[src/rtl/mux_arb_n.sv]
// mux_arb_n: N-channel, W-bit registered multiplexer with valid/ready handshakes.
//
// Each cycle one source is picked, either by an explicit index (mode=0) or by
// round-robin arbitration (mode=1). The picked word goes into a single output
// register that has no skid buffer. The register reloads whenever it is empty
// or being drained, so the block sustains one word per cycle.
//
// Ports:
//   clk        - single clock, rising edge
//   rst_n      - asynchronous active-low reset
//   in_data    - N packed words; channel k is in_data[k*W +: W]
//   in_valid   - per-channel valid
//   in_ready   - per-channel ready (combinational, at most one bit high)
//   mode       - 0 = fixed select by sel, 1 = round-robin
//   sel        - channel index used when mode=0 (index >= N grants nothing)
//   out_data   - registered selected word
//   out_src    - registered index of the channel that supplied out_data
//   out_valid  - registered output valid
//   out_ready  - consumer ready
module mux_arb_n #(
    parameter int unsigned W    = 2,
    parameter int unsigned N    = 4,
    parameter int unsigned SELW = 2
) (
    input  logic            clk,
    input  logic            rst_n,
    input  logic [N*W-1:0]  in_data,
    input  logic [N-1:0]    in_valid,
    output logic [N-1:0]    in_ready,
    input  logic            mode,
    input  logic [SELW-1:0] sel,
    output logic [W-1:0]    out_data,
    output logic [SELW-1:0] out_src,
    output logic            out_valid,
    input  logic            out_ready
);

    // last resets to N-1 so that the first round-robin scan begins at channel 0.
    localparam logic [SELW-1:0] LAST_RST = SELW'(N - 1);

    logic [W-1:0]    out_data_r;
    logic [SELW-1:0] out_src_r;
    logic            out_valid_r;
    logic [SELW-1:0] last_r;

    logic            load_en_s;
    logic            grant_valid_s;
    logic [SELW-1:0] grant_idx_s;
    logic [SELW-1:0] cand_s;
    logic [W-1:0]    sel_data_s;

    // The register may take a new word when it is empty or being drained now.
    assign load_en_s = ~out_valid_r | out_ready;

    // Grant selection: explicit index in mode 0, rotating priority after last in mode 1.
    always_comb begin
        grant_valid_s = 1'b0;
        grant_idx_s   = '0;
        cand_s        = '0;
        if (mode == 1'b0) begin
            if (32'(sel) < N) begin
                if (in_valid[sel]) begin
                    grant_valid_s = 1'b1;
                    grant_idx_s   = sel;
                end else begin
                    grant_valid_s = 1'b0;
                end
            end else begin
                grant_valid_s = 1'b0;
            end
        end else begin
            // Scan last+1, last+2, ... modulo N; the first valid channel wins.
            for (int unsigned i = 1; i <= N; i++) begin
                cand_s = SELW'((32'(last_r) + i) % N);
                if (!grant_valid_s && in_valid[cand_s]) begin
                    grant_valid_s = 1'b1;
                    grant_idx_s   = cand_s;
                end else begin
                    grant_valid_s = grant_valid_s;
                end
            end
        end
    end

    // Data mux for the granted channel; one-hot match ORed across channels.
    always_comb begin
        sel_data_s = '0;
        for (int unsigned k = 0; k < N; k++) begin
            sel_data_s = sel_data_s | (in_data[k*W +: W] & {W{SELW'(k) == grant_idx_s}});
        end
    end

    // Ready goes only to the granted channel, and never while reset is asserted.
    always_comb begin
        in_ready = '0;
        if (rst_n && load_en_s && grant_valid_s) begin
            in_ready[grant_idx_s] = 1'b1;
        end else begin
            in_ready = '0;
        end
    end

    // Output register and arbitration pointer.
    always_ff @(posedge clk or negedge rst_n) begin
        if (!rst_n) begin
            out_data_r  <= '0;
            out_src_r   <= '0;
            out_valid_r <= 1'b0;
            last_r      <= LAST_RST;
        end else if (load_en_s) begin
            if (grant_valid_s) begin
                out_data_r  <= sel_data_s;
                out_src_r   <= grant_idx_s;
                out_valid_r <= 1'b1;
                last_r      <= grant_idx_s;
            end else begin
                // Nothing to load: drop valid, keep the stale word and source.
                out_valid_r <= 1'b0;
            end
        end else begin
            out_valid_r <= out_valid_r;
        end
    end

    assign out_data  = out_data_r;
    assign out_src   = out_src_r;
    assign out_valid = out_valid_r;

endmodule

[config.mk]
export PLATFORM = sky130hd
export DESIGN_NAME = mux_arb_n
export DESIGN_NICKNAME = d
export VERILOG_FILES = /design/src/rtl/mux_arb_n.sv
export SDC_FILE = /design/constraint.sdc
export NUM_CORES = 1
export LEC_CHECK = 0
export ABC_AREA = 0
export CAP_MARGIN = 20
export CORE_MARGIN = 1
export CORE_UTILIZATION = 44
export CTS_CLUSTER_DIAMETER = 60
export DETAILED_ROUTE_END_ITERATION = 7
export GPL_TIMING_DRIVEN = 1
export PLACE_DENSITY = 0.9
export RECOVER_POWER = 100
export SYNTH_ARGS = -nofsm -noshare
export SYNTH_HDL_FRONTEND = slang
export SYNTH_SLANG_ARGS = --single-unit
[constraint.sdc]
create_clock -name clk -period 4.95 [get_ports clk]
set_input_delay 0.7425 -clock clk [delete_from_list [all_inputs] [get_ports clk]]
set_output_delay 0.7425 -clock clk [all_outputs]
set_load 0.01 [all_outputs]
Yosys cells after proc, flatten, opt, wreduce, memory -nomap -nowiden
Cells that the tools add are included. W data, S select, Z words.

Register bits after elaboration: 7. Bits of input ports: 18. Output and inout bits: 9. Word-level logic and storage cells: 67.

Add/sub/neg operators: 4. $lt $le $gt $ge: 7. Equality and inequality tests: 3. Muxes and demuxes: 29. Bitwise logic cells: 9. Reduce and logical (&&, ||, !) cells: 11.

Operators with widths (count): $lt A2 B3 Y1 const B (6); $mux W1 (16); $mux W2 (6); $bmux W1 S2 (5); $and A2 B2 Y2 (4); $logic_and A1 B1 Y1 (6); $or A2 B2 Y2 (3); $add A2 B1 Y2 const B (2); $add A2 B2 Y2 const B (2); $eq A2 B2 Y1 const A (2); $mux W4 (1); $logic_not A1 Y1 (3); $demux W1 S2 (1); $eq A1 B2 Y1 const A (1); $ge A2 B1 Y1 const B (1); $logic_not A2 Y1 (1); $reduce_and A2 Y1 (1); $not A1 Y1 (1); $or A1 B1 Y1 (1).

Depth between registers and ports, before layout
Gate-level depths: netlist of the first run.

Depth after elaboration: 22. Depth in mapped cells: 6. Depth with buffers taken out: 5.

Least setup slack after synthesis of the first run
No wires, ideal clock.

Kind: input to output. From: input in_valid[3]. To: output in_ready[1]. Arrival time: 1.952 ns. Data required time: 4.208 ns. Setup slack: 2.256 ns. Stages: 6. Path buffers: 1. Cells stage by stage: buf_6 > mux4_2 > a21boi_2 > nor2_2 > and2_4 > and3_1.

Longest elaborated chain between the ends: 21. Elaborated cells between the ends (all ways): 38. Those cells by class: order compare: 2; mux: 28; reduce/logical: 8.

RTL lines: from (decl) (RTL line 28) `input logic [N-1:0] in_valid,`; $bmux W1 S2 (RTL line 75) `if (!grant_valid_s && in_valid[cand_s]) begin`; $mux W1 (implied by the code) (RTL line 75); $mux W1 (RTL line 75); $mux W1 (RTL line 60) `if (mode == 1'b0) begin`; $logic_not A1 Y1 (RTL line 75); $logic_and A1 B1 Y1 (RTL line 75); $mux W1 (RTL line 75); $mux W1 (RTL line 60); [... 5 more ...]; $logic_and A1 B1 Y1 (RTL line 75); $mux W2 (RTL line 75); $mux W2 (RTL line 60); $lt A2 B3 Y1 (implied by the code) or $ge A2 B1 Y1 (tied branches) (RTL line 97) `in_ready[grant_idx_s] = 1'b1;`; $logic_and A1 B1 Y1 (implied by the code) (RTL line 97); $mux W1 (implied by the code) (RTL line 97); $demux W1 S2 (RTL line 97); $mux W4 * (RTL line 96) `if (rst_n && load_en_s && grant_valid_s) begin`; to (decl) (RTL line 29) `output logic [N-1:0] in_ready,`.

Every way passes the cells marked *; elsewhere a longest branch is shown, timed or not. The select of a mux whose other input is x is not followed.

Worst setup path in the final report of the first run
Ends and elaborated chain as after synthesis.

==> impl_metrics.json, run 1 <==
{
  "num_vias": 586,
  "start_util_pct": 47.5,
  "h-tree-depth": 1,
  "fmax_mhz": 242,
  "grt_max_degree": 11,
  "final_hold_viol_count": 0,
  "wl_mm": 1.47,
  "cp-startpoint": "in_valid[3]",
  "tightestPinTransition_ns": 0.388,
  "max-vdd-ir-drop_uv": 183,
  "synth_top_area_share_pct": 20.0,
  "avgSynthCellArea_um2": 10.4,
  "post-place-ws_ns": 1.18,
  "critPathArrivalTime_ns": 3.39,
  "r2r_cells": 5,
  "async_flop_share_pct": 100,
  "crit_required_ns": 4.21,
  "post_cts_resized": 0,
  "seq_area_frac_synth_pct": 28.4,
  "tritoncts": "yes",
  "cp-endpoint": "in_ready[1]",
  "comb_power_share_pct": 42.1,
  "synth-seq-cells": 7,
  "viasPerCell": 5.69,
  "rrSetupSlack_ns": 3.10,
  "hold_buffers": 0,
  "final_cell_mix": "clkdlybuf4s50_1, dlygate4sd3_1, mux2i_1, nand2_1, dfrtp_1",
  "regToRegStartpoint": "last_r[1]",
  "final_common_cell": "clkdlybuf4s50_1",
  "synth_top_area_cell": "dfrtp_1",
  "synth_flop_cell": "dfrtp_1",
  "skew_ns": 0.00394,
  "period_needed_ns": 4.13,
  "grt_pass1_wl_mm": 2.17,
  "start_kind": "input port",
  "powerDensity_nw_per_um2": 271,
  "status": "complete, no violations",
  "post_route_cells_drive_above_1_share_pct": 13.6,
  "ios": 27,
  "drc_errors": 0,
  "globalplace.congestion": 0.686,
  "worstSetupPathType": "input port to output pin",
  "r2r_end": "out_data[1]",
  "syn_area_um2": 626,
  "final.setup.worst_slack_ns": 0.821,
  "worst-path-max-fanout": 10,
  "cap_violations": 0,
  "synthTopCellsByArea": "dfrtp_1, mux2i_1, dfstp_2, o41ai_4, a2bb2oi_4",
  "switchingPower_mw": 0.0796,
  "antenna_cells": 0,
  "gr-total-overflow": 0,
  "cts_root_buf": "clkbuf_4",
  "hold_slack_ns": 0.484,
  "p_clk_share_pct": 21.9,
  "fin_tns_setup_ns": 0,
  "cts_sinks": 7,
  "hold_path_class": "register to register",
  "p_leak_nw": 0.379,
  "clk_latency_ns": 0.25,
  "maxSlewViolCount": 0,
  "fp.dieW_um": 39.7,
  "clkTransAtPathRegs_ns": 0.05,
  "sw_frac_of_total_pct": 32.8,
  "synth_edf_count": 0,
  "cts_setup_buffers": 0,
  "netlist_instances": 60,
  "maxSlewHeadroom_pct": 74.1,
  "post-route-period-util_pct": 83.4,
  "crit_path_end_kind": "output pin",
  "area_delta_synth_final_pct": 43.0,
  "cts_buffers": 3,
  "drt-initial-drc-count": 14,
  "dieArea_um2": 1580,
  "place_hpwl_mm": 1.11,
  "first_pass_iters": 4,
  "synth_fp_nets": 78,
  "grt_usage_pct": 20.9,
  "synth_cell_type_count": 37,
  "clock_path_buffers": 2,
  "rsz0062_at_grt": "false",
  "internal_power_mw": 0.163,
  "rows": 13,
  "core_area_um2": 1320,
  "grt_pass1_vias": 546,
  "io_buffers": 26,
  "final.fill_count": 111,
  "antenna_found_initial": 0,
  "sequentialPowerShare_pct": 36.0,
  "setup_viol": 0,
  "wl_per_cell_um": 14.2,
  "synth_warnings": 0,
  "ant_nets": 0,
  "nNetsFinal": 107,
  "dieHeight_um": 39.7
}
-- per-layer routing --
| metal | global-route usage [%] | wire, µm | vias to the layer above |
|---|---|---|---|
| li1 | - | - | 284 |
| met1 | 23.1 | 622 | 280 |
| met2 | 37.7 | 748 | 19 |
| met3 | 1.70 | 79 | 3 |
| met5 | 0 | 0 | - |
| met4 | 12.9 | 17 | 0 |
-- cell usage after synthesis (all sizes together) (2+ instances only) --
master / instances
a21o: 2
nand2: 5
dfrtp: 5
nor3b: 2
nor2: 3
nor2b: 2
a21boi: 2
o21a: 2
inv: 2
o221ai: 3
o21ai: 2
mux2i: 6
nand2b: 3
dfstp: 2
buf: 2
-- sequential cells by signal (all words and copies together) (netlist names) --
register   cells
last_r         2
out_data       2
out_src        2
out_valid      1
-- how the worst min path moves through the flow --
stage | from | end | slack (ns) | cells past startpoint
after global placement | out_data[0] | out_data[0] | 0.48 | 2
after detailed placement | out_src[0] | out_src[0] | 0.47 | 1
after floorplan | rst_n | out_data[0] | 0.45 | 0
final | out_src[0] | out_src[0] | 0.48 | 1
after CTS | out_src[0] | out_src[0] | 0.49 | 1
after global routing | out_src[0] | out_src[0] | 0.49 | 1
-- power by group through the flow --
stage	clock network, mW	logic [mW]	registers, mW
2_1_floorplan	0	0.0646	0.0866
3_3_place_gp	0	0.110	0.0878
3_5_place_dp	0	0.111	0.0885
4_1_cts	0.0558	0.112	0.0877
5_1_grt	0.0577	0.110	0.0892
6_report	0.0531	0.102	0.0874
-- stage by stage --
| step | area [µm²] | util (%) | instances | power (mW) |
|---|---|---|---|---|
| after global placement | 888 | 67.4 | 99 | 0.198 |
| final | 895 | 67.9 | 103 | 0.243 |
| after floorplan | 626 | - | 60 | 0.151 |
| after CTS | 915 | 69.4 | 103 | 0.256 |
| after global routing | 895 | 67.9 | 103 | 0.257 |
| after detailed placement | 888 | 67.4 | 99 | 0.199 |
-- critical path, cell delays in order --
cell	delay [ns]
dlygate4sd3_1	0.69
mux4_2	0.52
a21boi_0	0.30
nor2_1	0.16
and2_4	0.20
and3_1	0.17
dlygate4sd3_1	0.60
-- cells by family after synthesis --
family | synth area share (%)
flops | 28.4
buf+inv | 3.80
compound gates | 29.0
mux | 15.0
simple gates | 23.8
-- layout make-up --
type	count	area [µm²]	area share [%]
Clock buffer	4	26.3	2.94
Inverter	2	7.51	0.839
Multi-Input combinational cell	49	404	45.2
Sequential cell	7	178	19.9
Tap cell	15	18.8	2.10
Timing Repair Buffer	26	260	29.1
Power figures use the tool's default switching activity.
==> run 2, diff against run 1 <==
--- a/config.mk
+++ b/config.mk
@@ -8,11 +8,11 @@
 export ABC_AREA = 0
 export CAP_MARGIN = 20
 export CORE_MARGIN = 1
-export CORE_UTILIZATION = 44
+export CORE_UTILIZATION = 37
 export CTS_CLUSTER_DIAMETER = 60
 export DETAILED_ROUTE_END_ITERATION = 7
 export GPL_TIMING_DRIVEN = 1
-export PLACE_DENSITY = 0.9
+export PLACE_DENSITY = 0.81
 export RECOVER_POWER = 100
 export SYNTH_ARGS = -nofsm -noshare
 export SYNTH_HDL_FRONTEND = slang
==> constraint.sdc (replaced) <==
create_clock -name clk -period 3.79 [get_ports clk]
set_input_delay 0.5685 -clock clk [delete_from_list [all_inputs] [get_ports clk]]
set_output_delay 0.5685 -clock clk [all_outputs]
set_load 0.01 [all_outputs]
==> run 2 against run 1 <==
Effect of this change:
- highest routed layer unchanged
- clock-buffer cell count stayed put
- non-clock buffer count unchanged
- sequential share of layout area is 0.33 points lower
- utilization down 8.9 points
- register-to-register slack lost 1.1 ns
- combinational power grew 37%
==> impl_metrics.json, run 2 (synthesis results as in run 1) <==
{
  "drc_errors": 0,
  "clock_path_buffers": 2,
  "final_common_cell": "clkdlybuf4s50_1",
  "final_hold_viol_count": 0,
  "post_cts_resized": 0,
  "place_hpwl_mm": 1.19,
  "r2r_cells": 5,
  "nNetsFinal": 107,
  "fmax_mhz": 285,
  "crit_required_ns": 3.22,
  "post-route-period-util_pct": 92.7,
  "ant_nets": 0,
  "fp.dieW_um": 43.1,
  "worst-path-max-fanout": 10,
  "grt_usage_pct": 17.5,
  "worstSetupPathType": "input port to output pin",
  "globalplace.congestion": 0.831,
  "tightestPinTransition_ns": 0.428,
  "maxSlewHeadroom_pct": 71.4,
  "holdPathStages": 1,
  "io_buffers": 26,
  "placedCellCount": 100,
  "fin_area_um2": 910,
  "grt_max_degree": 11,
  "maxSlewViolCount": 0,
  "fin_tns_setup_ns": 0,
  "setup_viol": 0,
  "skew_ns": 0.00546,
  "wl_mm": 1.57,
  "first_pass_iters": 4,
  "status": "complete, no violations",
  "cts_buffers": 3,
  "critPathArrivalTime_ns": 2.94,
  "cts_setup_buffers": 0,
  "post-place-ws_ns": 0.334,
  "final_cells": 104,
  "dieHeight_um": 43.1,
  "ios": 27,
  "powerDensity_nw_per_um2": 354,
  "cap_violations": 0,
  "final.setup.worst_slack_ns": 0.277,
  "post_route_cells_drive_above_1_share_pct": 17.0,
  "area_delta_synth_final_pct": 45.4,
  "dieArea_um2": 1860,
  "critical_path.cell_chain": "dlygate4sd3_1 > mux2i_1 > o211ai_1 > a2bb2oi_4 > and2_4 > and3_1 > clkdlybuf4s50_1",
  "clkTransAtPathRegs_ns": 0.06,
  "rsz0062_at_grt": "false",
  "cp_slowest_cell": "dlygate4sd3_1",
  "place_area_um2": 890,
  "max-vdd-ir-drop_uv": 305,
  "tritoncts": "yes",
  "viasPerCell": 5.62,
  "grt_pass1_wl_mm": 2.55,
  "drt-initial-drc-count": 4,
  "start_util_pct": 40.6,
  "period_needed_ns": 3.51,
  "wl_per_cell_um": 15.1,
  "num_vias": 584,
  "clk_latency_ns": 0.24,
  "hold_buffers": 0,
  "final_cell_mix": "clkdlybuf4s50_1, dlygate4sd3_1, mux2i_1, nand2_1, dfrtp_1",
  "h-tree-depth": 1,
  "hold_path_class": "register to register",
  "cts_root_buf": "clkbuf_4",
  "grt_pass1_vias": 584,
  "fin_util_pct": 59.0,
  "antenna_found_initial": 0,
  "slowest_delay_ns": 0.79,
  "antenna_cells": 0,
  "cts_sinks": 7,
  "gr-total-overflow": 0,
  "rows": 14,
  "start_kind": "input port",
  "p_leak_nw": 0.371,
  "crit_path_end_kind": "output pin",
  "core_area_um2": 1540
}
[run 2: cell type report]
type                            instances  area, µm²
Timing Repair Buffer                   26        260
Tap cell                               16       20.0
Clock buffer                            4       26.3
Fill cell                             147        632
Multi-Input combinational cell         49        418
Inverter                                2       7.51
Sequential cell                         7        178
[run 2: layer usage]
layer | track usage [%] | vias to the layer above | share of wire, %
met1 | 22.4 | 280 | 46
li1 | - | 284 | -
met5 | 0 | - | 0
met3 | 3.83 | 2 | 5.8
met2 | 29.9 | 18 | 48
met4 | 3.64 | 0 | 0.51
[run 2: critical path, delay by kind of cell]
family	cells	cell delay [ns]
buf+inv	2	1.33
mux	1	0.13
compound gates	2	0.55
simple gates	2	0.36
[run 2: worst paths after layout]
| check | startpoint | to | slack (ns) |
|---|---|---|---|
| worst max-delay path | in_valid[3] | in_ready[1] | 0.28 |
| min in group asynchronous | rst_n | out_data[1] | 0.70 |
| worst max register to register | last_r[1] | out_data[0] | 1.99 |
| max in group asynchronous | rst_n | last_r[1] | 2.76 |
| worst min-delay path | out_src[0] | out_src[0] | 0.49 |
| worst min register to register | out_src[0] | out_src[0] | 0.49 |
[run 2: power breakdown]
part	internal [mW]	switching [mW]
logic	0.0799	0.0603
registers	0.0963	0.0191
clock network	0.0401	0.0262
[run 2: per-stage QoR]
| stage | total power, mW | hold WS [ns] |
|---|---|---|
| floorplan | 0.197 | 0.273 |
| global placement | 0.260 | 0.481 |
| detailed placement | 0.263 | 0.475 |
| CTS | 0.332 | 0.493 |
| global route | 0.343 | 0.500 |
| finish | 0.322 | 0.494 |
